**src/rtl/guitar_pkg.sv**
```systemverilog
// Shared constants and types for the GuitarZero note highway.
// Geometry and timing are in screen pixels and frame ticks.
package guitar_pkg;

    localparam int LANES      = 4;
    localparam int SLOTS      = 8;
    localparam int LANE_X0    = 160;
    localparam int LANE_PITCH = 80;
    localparam int NOTE_W     = 48;
    localparam int NOTE_H     = 16;
    localparam int SPEED      = 2;
    localparam int HIT_Y      = 420;
    localparam int HIT_TOL    = 12;
    localparam int Y_MAX      = 479;

    // Range of top-row y whose note centre lies within HIT_TOL of HIT_Y.
    localparam int HIT_Y_LO = HIT_Y - HIT_TOL - NOTE_H / 2;
    localparam int HIT_Y_HI = HIT_Y + HIT_TOL - NOTE_H / 2;

    localparam int MISS_W     = $clog2(SLOTS + 1);
    localparam int HIT_SUM_W  = $clog2(LANES + 1);
    localparam int MISS_SUM_W = $clog2(LANES * SLOTS + 1);

    typedef struct packed {
        logic       active;
        logic [9:0] y;
    } note_slot_t;

    typedef logic [1:0] lane_idx_t;

endpackage

```
**src/rtl/note_lane.sv**
```systemverilog
// One lane of falling notes: spawn into the lowest free slot, advance on
// frame ticks, clear on hit or when falling off screen, and draw itself.
module note_lane
    import guitar_pkg::*;
#(
    parameter int LANE_X = LANE_X0
) (
    input  logic              Clk,
    input  logic              Reset,
    input  logic              tick,
    input  logic              spawn,
    input  logic              key_edge,
    input  logic [9:0]        DrawX,
    input  logic [9:0]        DrawY,
    output logic              free,
    output logic              hit,
    output logic [MISS_W-1:0] miss,
    output logic              sprite
);

    note_slot_t       slots     [SLOTS];
    note_slot_t       slots_nxt [SLOTS];
    logic [10:0]      y_adv     [SLOTS];
    logic [SLOTS-1:0] in_window;
    logic [SLOTS-1:0] hit_sel;
    logic [SLOTS-1:0] spawn_sel;
    logic             seen_free;
    logic             seen_hit;
    logic             in_col;

    always_comb begin
        // NOTE: every output of this block gets a default first, so no path
        // leaves a value unassigned and no latch is inferred.
        seen_free = 1'b0;
        seen_hit  = 1'b0;
        miss      = '0;
        for (int s = 0; s < SLOTS; s++) begin
            in_window[s] = slots[s].active &&
                           slots[s].y >= 10'(HIT_Y_LO) &&
                           slots[s].y <= 10'(HIT_Y_HI);
            hit_sel[s]   = in_window[s] && !seen_hit;
            seen_hit     = seen_hit | in_window[s];
            spawn_sel[s] = !slots[s].active && !seen_free;
            seen_free    = seen_free | !slots[s].active;
        end
        free = seen_free;
        hit  = key_edge & seen_hit;

        // Hit is judged on pre-tick positions; a hit slot is not advanced.
        for (int s = 0; s < SLOTS; s++) begin
            y_adv[s]     = {1'b0, slots[s].y} + 11'(SPEED);
            slots_nxt[s] = slots[s];
            if (key_edge && hit_sel[s]) begin
                slots_nxt[s].active = 1'b0;
            end else if (tick && slots[s].active) begin
                if (y_adv[s] > 11'(Y_MAX)) begin
                    slots_nxt[s].active = 1'b0;
                    miss = miss + MISS_W'(1);
                end else begin
                    slots_nxt[s].y = y_adv[s][9:0];
                end
            end
            if (spawn && spawn_sel[s]) begin
                slots_nxt[s].active = 1'b1;
                slots_nxt[s].y      = '0;
            end
        end
    end

    assign in_col = (DrawX >= 10'(LANE_X)) && (DrawX < 10'(LANE_X + NOTE_W));

    always_comb begin
        sprite = 1'b0;
        for (int s = 0; s < SLOTS; s++) begin
            if (slots[s].active && in_col &&
                {1'b0, DrawY} >= {1'b0, slots[s].y} &&
                {1'b0, DrawY} <  {1'b0, slots[s].y} + 11'(NOTE_H)) begin
                sprite = 1'b1;
            end
        end
    end

    always_ff @(posedge Clk) begin
        if (Reset) begin
            // NOTE: the slot array is reset in full because the active bits
            // must come up clear; it is small enough to live in flops.
            for (int s = 0; s < SLOTS; s++) begin
                slots[s] <= '0;
            end
        end else begin
            // NOTE: state updates use non-blocking assignments so every slot
            // sees the same pre-edge values.
            for (int s = 0; s < SLOTS; s++) begin
                slots[s] <= slots_nxt[s];
            end
        end
    end

endmodule

```
**src/rtl/note_highway.sv**
```systemverilog
// Falling-note engine feeding color_mapper: spawn handshake, frame-tick and
// key-edge detection, hit/miss scoring, and the per-pixel is_sprite flag.
module note_highway
    import guitar_pkg::*;
(
    input  logic             Clk,
    input  logic             Reset,
    input  logic             frame_clk,
    input  logic             spawn_valid,
    input  lane_idx_t        spawn_lane,
    output logic             spawn_ready,
    input  logic [LANES-1:0] key_press,
    input  logic [9:0]       DrawX,
    input  logic [9:0]       DrawY,
    output logic             is_sprite,
    output logic [LANES-1:0] hit_pulse,
    output logic [15:0]      score,
    output logic [7:0]       miss_count
);

    logic                  frame_clk_d;
    logic [LANES-1:0]      key_d;
    logic                  tick;
    logic [LANES-1:0]      key_edge;
    logic                  spawn_fire;
    logic [LANES-1:0]      lane_spawn;
    logic [LANES-1:0]      lane_free;
    logic [LANES-1:0]      lane_hit;
    logic [LANES-1:0]      lane_sprite;
    logic [MISS_W-1:0]     lane_miss [LANES];
    logic [HIT_SUM_W-1:0]  hit_sum;
    logic [MISS_SUM_W-1:0] miss_sum;
    logic [16:0]           score_sum;
    logic [8:0]            miss_total;

    // Delay registers reset high so levels held through reset are not edges.
    assign tick        = frame_clk & ~frame_clk_d;
    assign key_edge    = key_press & ~key_d;
    assign spawn_ready = ~tick & lane_free[spawn_lane];
    assign spawn_fire  = spawn_valid & spawn_ready;

    for (genvar l = 0; l < LANES; l++) begin : g_lane
        assign lane_spawn[l] = spawn_fire && (spawn_lane == lane_idx_t'(l));

        note_lane #(
            .LANE_X (LANE_X0 + l * LANE_PITCH)
        ) u_lane (
            .Clk      (Clk),
            .Reset    (Reset),
            .tick     (tick),
            .spawn    (lane_spawn[l]),
            .key_edge (key_edge[l]),
            .DrawX    (DrawX),
            .DrawY    (DrawY),
            .free     (lane_free[l]),
            .hit      (lane_hit[l]),
            .miss     (lane_miss[l]),
            .sprite   (lane_sprite[l])
        );
    end

    always_comb begin
        hit_sum  = '0;
        miss_sum = '0;
        for (int l = 0; l < LANES; l++) begin
            hit_sum  = hit_sum + HIT_SUM_W'(lane_hit[l]);
            miss_sum = miss_sum + MISS_SUM_W'(lane_miss[l]);
        end
        score_sum  = {1'b0, score} + 17'(hit_sum);
        miss_total = {1'b0, miss_count} + 9'(miss_sum);
    end

    assign is_sprite = |lane_sprite;

    always_ff @(posedge Clk) begin
        if (Reset) begin
            frame_clk_d <= 1'b1;
            key_d       <= '1;
            hit_pulse   <= '0;
            score       <= '0;
            miss_count  <= '0;
        end else begin
            frame_clk_d <= frame_clk;
            key_d       <= key_press;
            hit_pulse   <= lane_hit;
            score       <= score_sum[16] ? 16'hFFFF : score_sum[15:0];
            miss_count  <= miss_total[8] ? 8'hFF : miss_total[7:0];
        end
    end

endmodule
```
**config.mk**
```make
export PLATFORM = sky130hd
export DESIGN_NAME = note_highway
export DESIGN_NICKNAME = d
export VERILOG_FILES = /design/src/rtl/guitar_pkg.sv /design/src/rtl/note_lane.sv /design/src/rtl/note_highway.sv
export SDC_FILE = /design/constraint.sdc
export NUM_CORES = 2
export LEC_CHECK = 0
export BUFFER_PORTS_ARGS = -buffer_cell sky130_fd_sc_hd__buf_2
export CAP_MARGIN = 20
export CORE_ASPECT_RATIO = 0.9
export CORE_MARGIN = 2
export CORE_UTILIZATION = 60
export DETAILED_ROUTE_END_ITERATION = 8
export PLACE_DENSITY = 0.74
export SLEW_MARGIN = 15
export SYNTH_ARGS = -nofsm -noshare
export SYNTH_HDL_FRONTEND = slang
export SYNTH_SLANG_ARGS = --single-unit
```
**constraint.sdc**
```tcl
create_clock -name Clk -period 10.4 [get_ports Clk]
set_input_delay 0.52 -clock Clk [delete_from_list [all_inputs] [get_ports Clk]]
set_output_delay 0.52 -clock Clk [all_outputs]
set_load 0.05 [all_outputs]
```
==> flow_metrics.py <==
metrics = {
    "synthesis": {
        "syn_nets": 5298,
        "yosys-mux-area-fraction_pct": 1.699,
        "synth_edf_count": 0,
        "ys_seq_area_share_pct": 19.51,
        "ys_types": 100,
        "syn_inst": 4575,
        "ys_warn_count": 0,
        "synth_top_family_by_area": "adder cells",
        "synthTopCellsByArea": "ha_1, dfxtp_1, xnor2_1",
        "ys_async_sr_fraction_pct": 0,
        "synthAdderAreaFrac_pct": 24.25,
        "synth-simple-area-share_pct": 21.10,
        "synth_area_leader_cell": "ha_1",
        "synth_xor_area_share_pct": 11.61,
        "synth_ff_type": "dfxtp_1",
        "synth_area_um2": 36230,
        "synth-compound-area-share_pct": 15.67,
        "syn_avg_cell_area_um2": 7.919,
        "synth_top_cell_area_share_pct": 23.45,
        "ys_seq_elements": 353,
    },
    "sta": {
        "timing.final.ws_setup_ns": 0.8087,
        "worst_pin_slew_ns": 1.129,
        "period_share_pct": 92.22,
        "hold_viol_final": 0,
        "setup_tns_ns": 0,
        "fmax_mhz": 104.3,
        "setup_viol": 0,
        "relSlewSlack_pct": 23.78,
        "finClkSkew_ns": 0.03004,
        "slew_viol_final": 0,
        "rsz0062_at_grt": "no",
        "min_period_ns": 9.591,
    },
    "die": {
        "ios": 60,
        "die_h_um": 237.1,
        "die_x_um": 263.0,
        "fp.coreArea_um2": 59770,
        "die_area_um2": 62360,
        "fp-row-count": 85,
        "start_util_pct": 60.61,
    },
    "clock_tree": {
        "clk_pin_slew_ns": 0.06,
        "tritoncts": "done",
        "post_cts_resized": 0,
        "clockBufferDepth": 3,
        "postCtsSetupRepairBufs": 0,
        "clockRootBuffer": "clkbuf_16",
        "cts_max_level": 2,
        "insertion_delay_ns": 0.59,
        "cts_hold_buf": 0,
        "cts_made_buffers": 44,
        "clock_sinks": 353,
    },
    "finish": {
        "multiInputGateArea_um2": 26940,
        "antenna_cells": 0,
        "drive_above_1_share_pct": 5.060,
        "fill_cells": 5279,
        "most-common-layout-cells": "ha_1, nor2_1, inv_1",
        "regArea_um2": 7067,
        "syn_to_final_growth_pct": 6.738,
        "fin_nets": 5294,
        "final_common_cell": "ha_1",
    },
    "placed_design": {
        "hpwlAfterDp_mm": 68.23,
        "gp_congestion": 0.9017,
        "dp_worst_setup_slack_ns": 0.8808,
        "io_buffers": 55,
    },
    "routing": {
        "vias": 31884,
        "viasPerCell": 5.918,
        "ant_nets": 0,
        "drt-initial-drc-count": 2456,
        "wl_per_cell_um": 17.48,
        "drc": 0,
        "drtPass1Iterations": 6,
        "drt_wl_total_mm": 94.19,
    },
    "status": {
        "status": "finished clean",
    },
    "critical_path": {
        "endpoint_kind": "flop",
        "cpMaxStageDelayCell": "o311ai_1",
        "cpLargestDelayFamily": "adder cells",
        "start_kind": "flop",
        "cp_data_arrival_time_ns": 10.02,
        "crit_buf_inv": 4,
        "crit_type": "reg -> reg",
        "worst_path_largest_cell_delay_ns": 0.66,
        "cp_common_cell": "ha_1",
        "worstPathRequired_ns": 10.83,
        "path_max_fanout": 7,
    },
    "power_and_ir_drop": {
        "peakVddDrop_uv": 112.8,
        "p_leak_uw": 0.01506,
        "power.density_nw_per_um2": 85.10,
    },
    "global_route": {
        "grt_pass1_vias": 29970,
        "track_usage_pct": 29.77,
        "grt_overflow_total": 0,
        "grt_max_degree": 60,
        "grt_pass1_wl_mm": 153.8,
        "antenna_found_initial": 3,
    },
    "run": {
        "drv_cap": 0,
    },
    "hold_path": {
        "worstHoldPathType": "in -> reg",
    },
}
==> registers in the layout, summed over array words and instances (netlist names) <==
signal	cells
hit_pulse	4
g_lane.u_lane.slots	320
score	16
frame_clk_d	1
key_d	4
miss_count	8
==> layout make-up <==
cell class	count	area share, %
multi-input cells	3632	69.66
flip-flops and latches	353	18.27
inverters	462	4.485
clock buffers	62	3.258
well taps	783	2.533
repair buffers	78	1.236
clock inverters	18	0.5501
==> metal layers <==
layer  wire [um]  global-route usage (%)  part of all wire (%)
met5           0                       0                     0
met4        2496                   8.294                   2.6
met3        5593                   3.588                   5.9
met2       41300                   48.08                    44
met1       44800                   41.78                    48
==> stage by stage <==
step	hold slack, ns	total power, uW	util [%]	cells	instance area (um^2)
final	0.1771	3291	64.70	5388	38670
after global routing	0.1638	3420	64.70	5388	38670
after detailed placement	0.4724	1715	62.23	5308	37200
after floorplan	0.4442	1587	-	4575	36230
after global placement	0.4658	1704	62.23	5308	37200
after CTS	0.1519	3318	64.70	5388	38670
==> cell usage after synthesis (all sizes together), types with 16 or more instances <==
| cell type | number |
|---|---|
| and4 | 26 |
| nor2 | 473 |
| dfxtp | 353 |
| ha | 679 |
| xor2 | 26 |
| nand4 | 95 |
| nand2 | 286 |
| a31oi | 29 |
| o21a | 77 |
| xnor2 | 439 |
| and2 | 16 |
| or2 | 28 |
| nor2b | 52 |
| nor4 | 18 |
| clkbuf | 115 |
| nor3 | 122 |
| o21ai | 174 |
| mux2i | 42 |
| a21oi | 242 |
| inv | 461 |
| o31ai | 39 |
| o211ai | 18 |
| a21o | 52 |
| a21boi | 37 |
| and3 | 36 |
| nand2b | 66 |
| or3 | 66 |
| o21bai | 16 |
| nand3 | 208 |
| o41ai | 23 |
==> worst reg2reg max path: cells and delay by family (launching register included) <==
kind                       cells  cell delay, ns
buffers and inverters          4            0.40
adders and majority gates     10            3.56
DFF                            1            0.45
AOI/OAI and AO/OA              8            2.53
and+or+nand+nor                2            0.32
muxes                          7            2.14
==> cell families (layout without fill, tap and decap cells) <==
logic type | after synthesis | in the layout
mux | 57 | 57
compound gates | 860 | 860
flops | 353 | 353
xor+xnor | 467 | 467
simple gates | 1554 | 1554
buf+inv | 590 | 620
fa+ha+maj | 694 | 694
==> path summary, 6_finish.rpt <==
check / startpoint / slack [ns] / to / cells past startpoint
min: key_press[1] / 0.18 / key_d[1] / 2
max: g_lane[1].u_lane.slots[0][16] / 0.81 / miss_count[5] / 31
max reg2reg: g_lane[1].u_lane.slots[0][16] / 0.81 / miss_count[5] / 31
min reg2reg: g_lane[1].u_lane.slots[1][9] / 0.48 / g_lane[1].u_lane.slots[1][9] / 2
==> where the power goes <==
| group | internal (uW) | switching, uW |
|---|---|---|
| logic | 121 | 212 |
| registers | 1350 | 3.02 |
| clock network | 945 | 655 |
| total | 2420 | 870 |
Power figures use the tool's default switching activity.
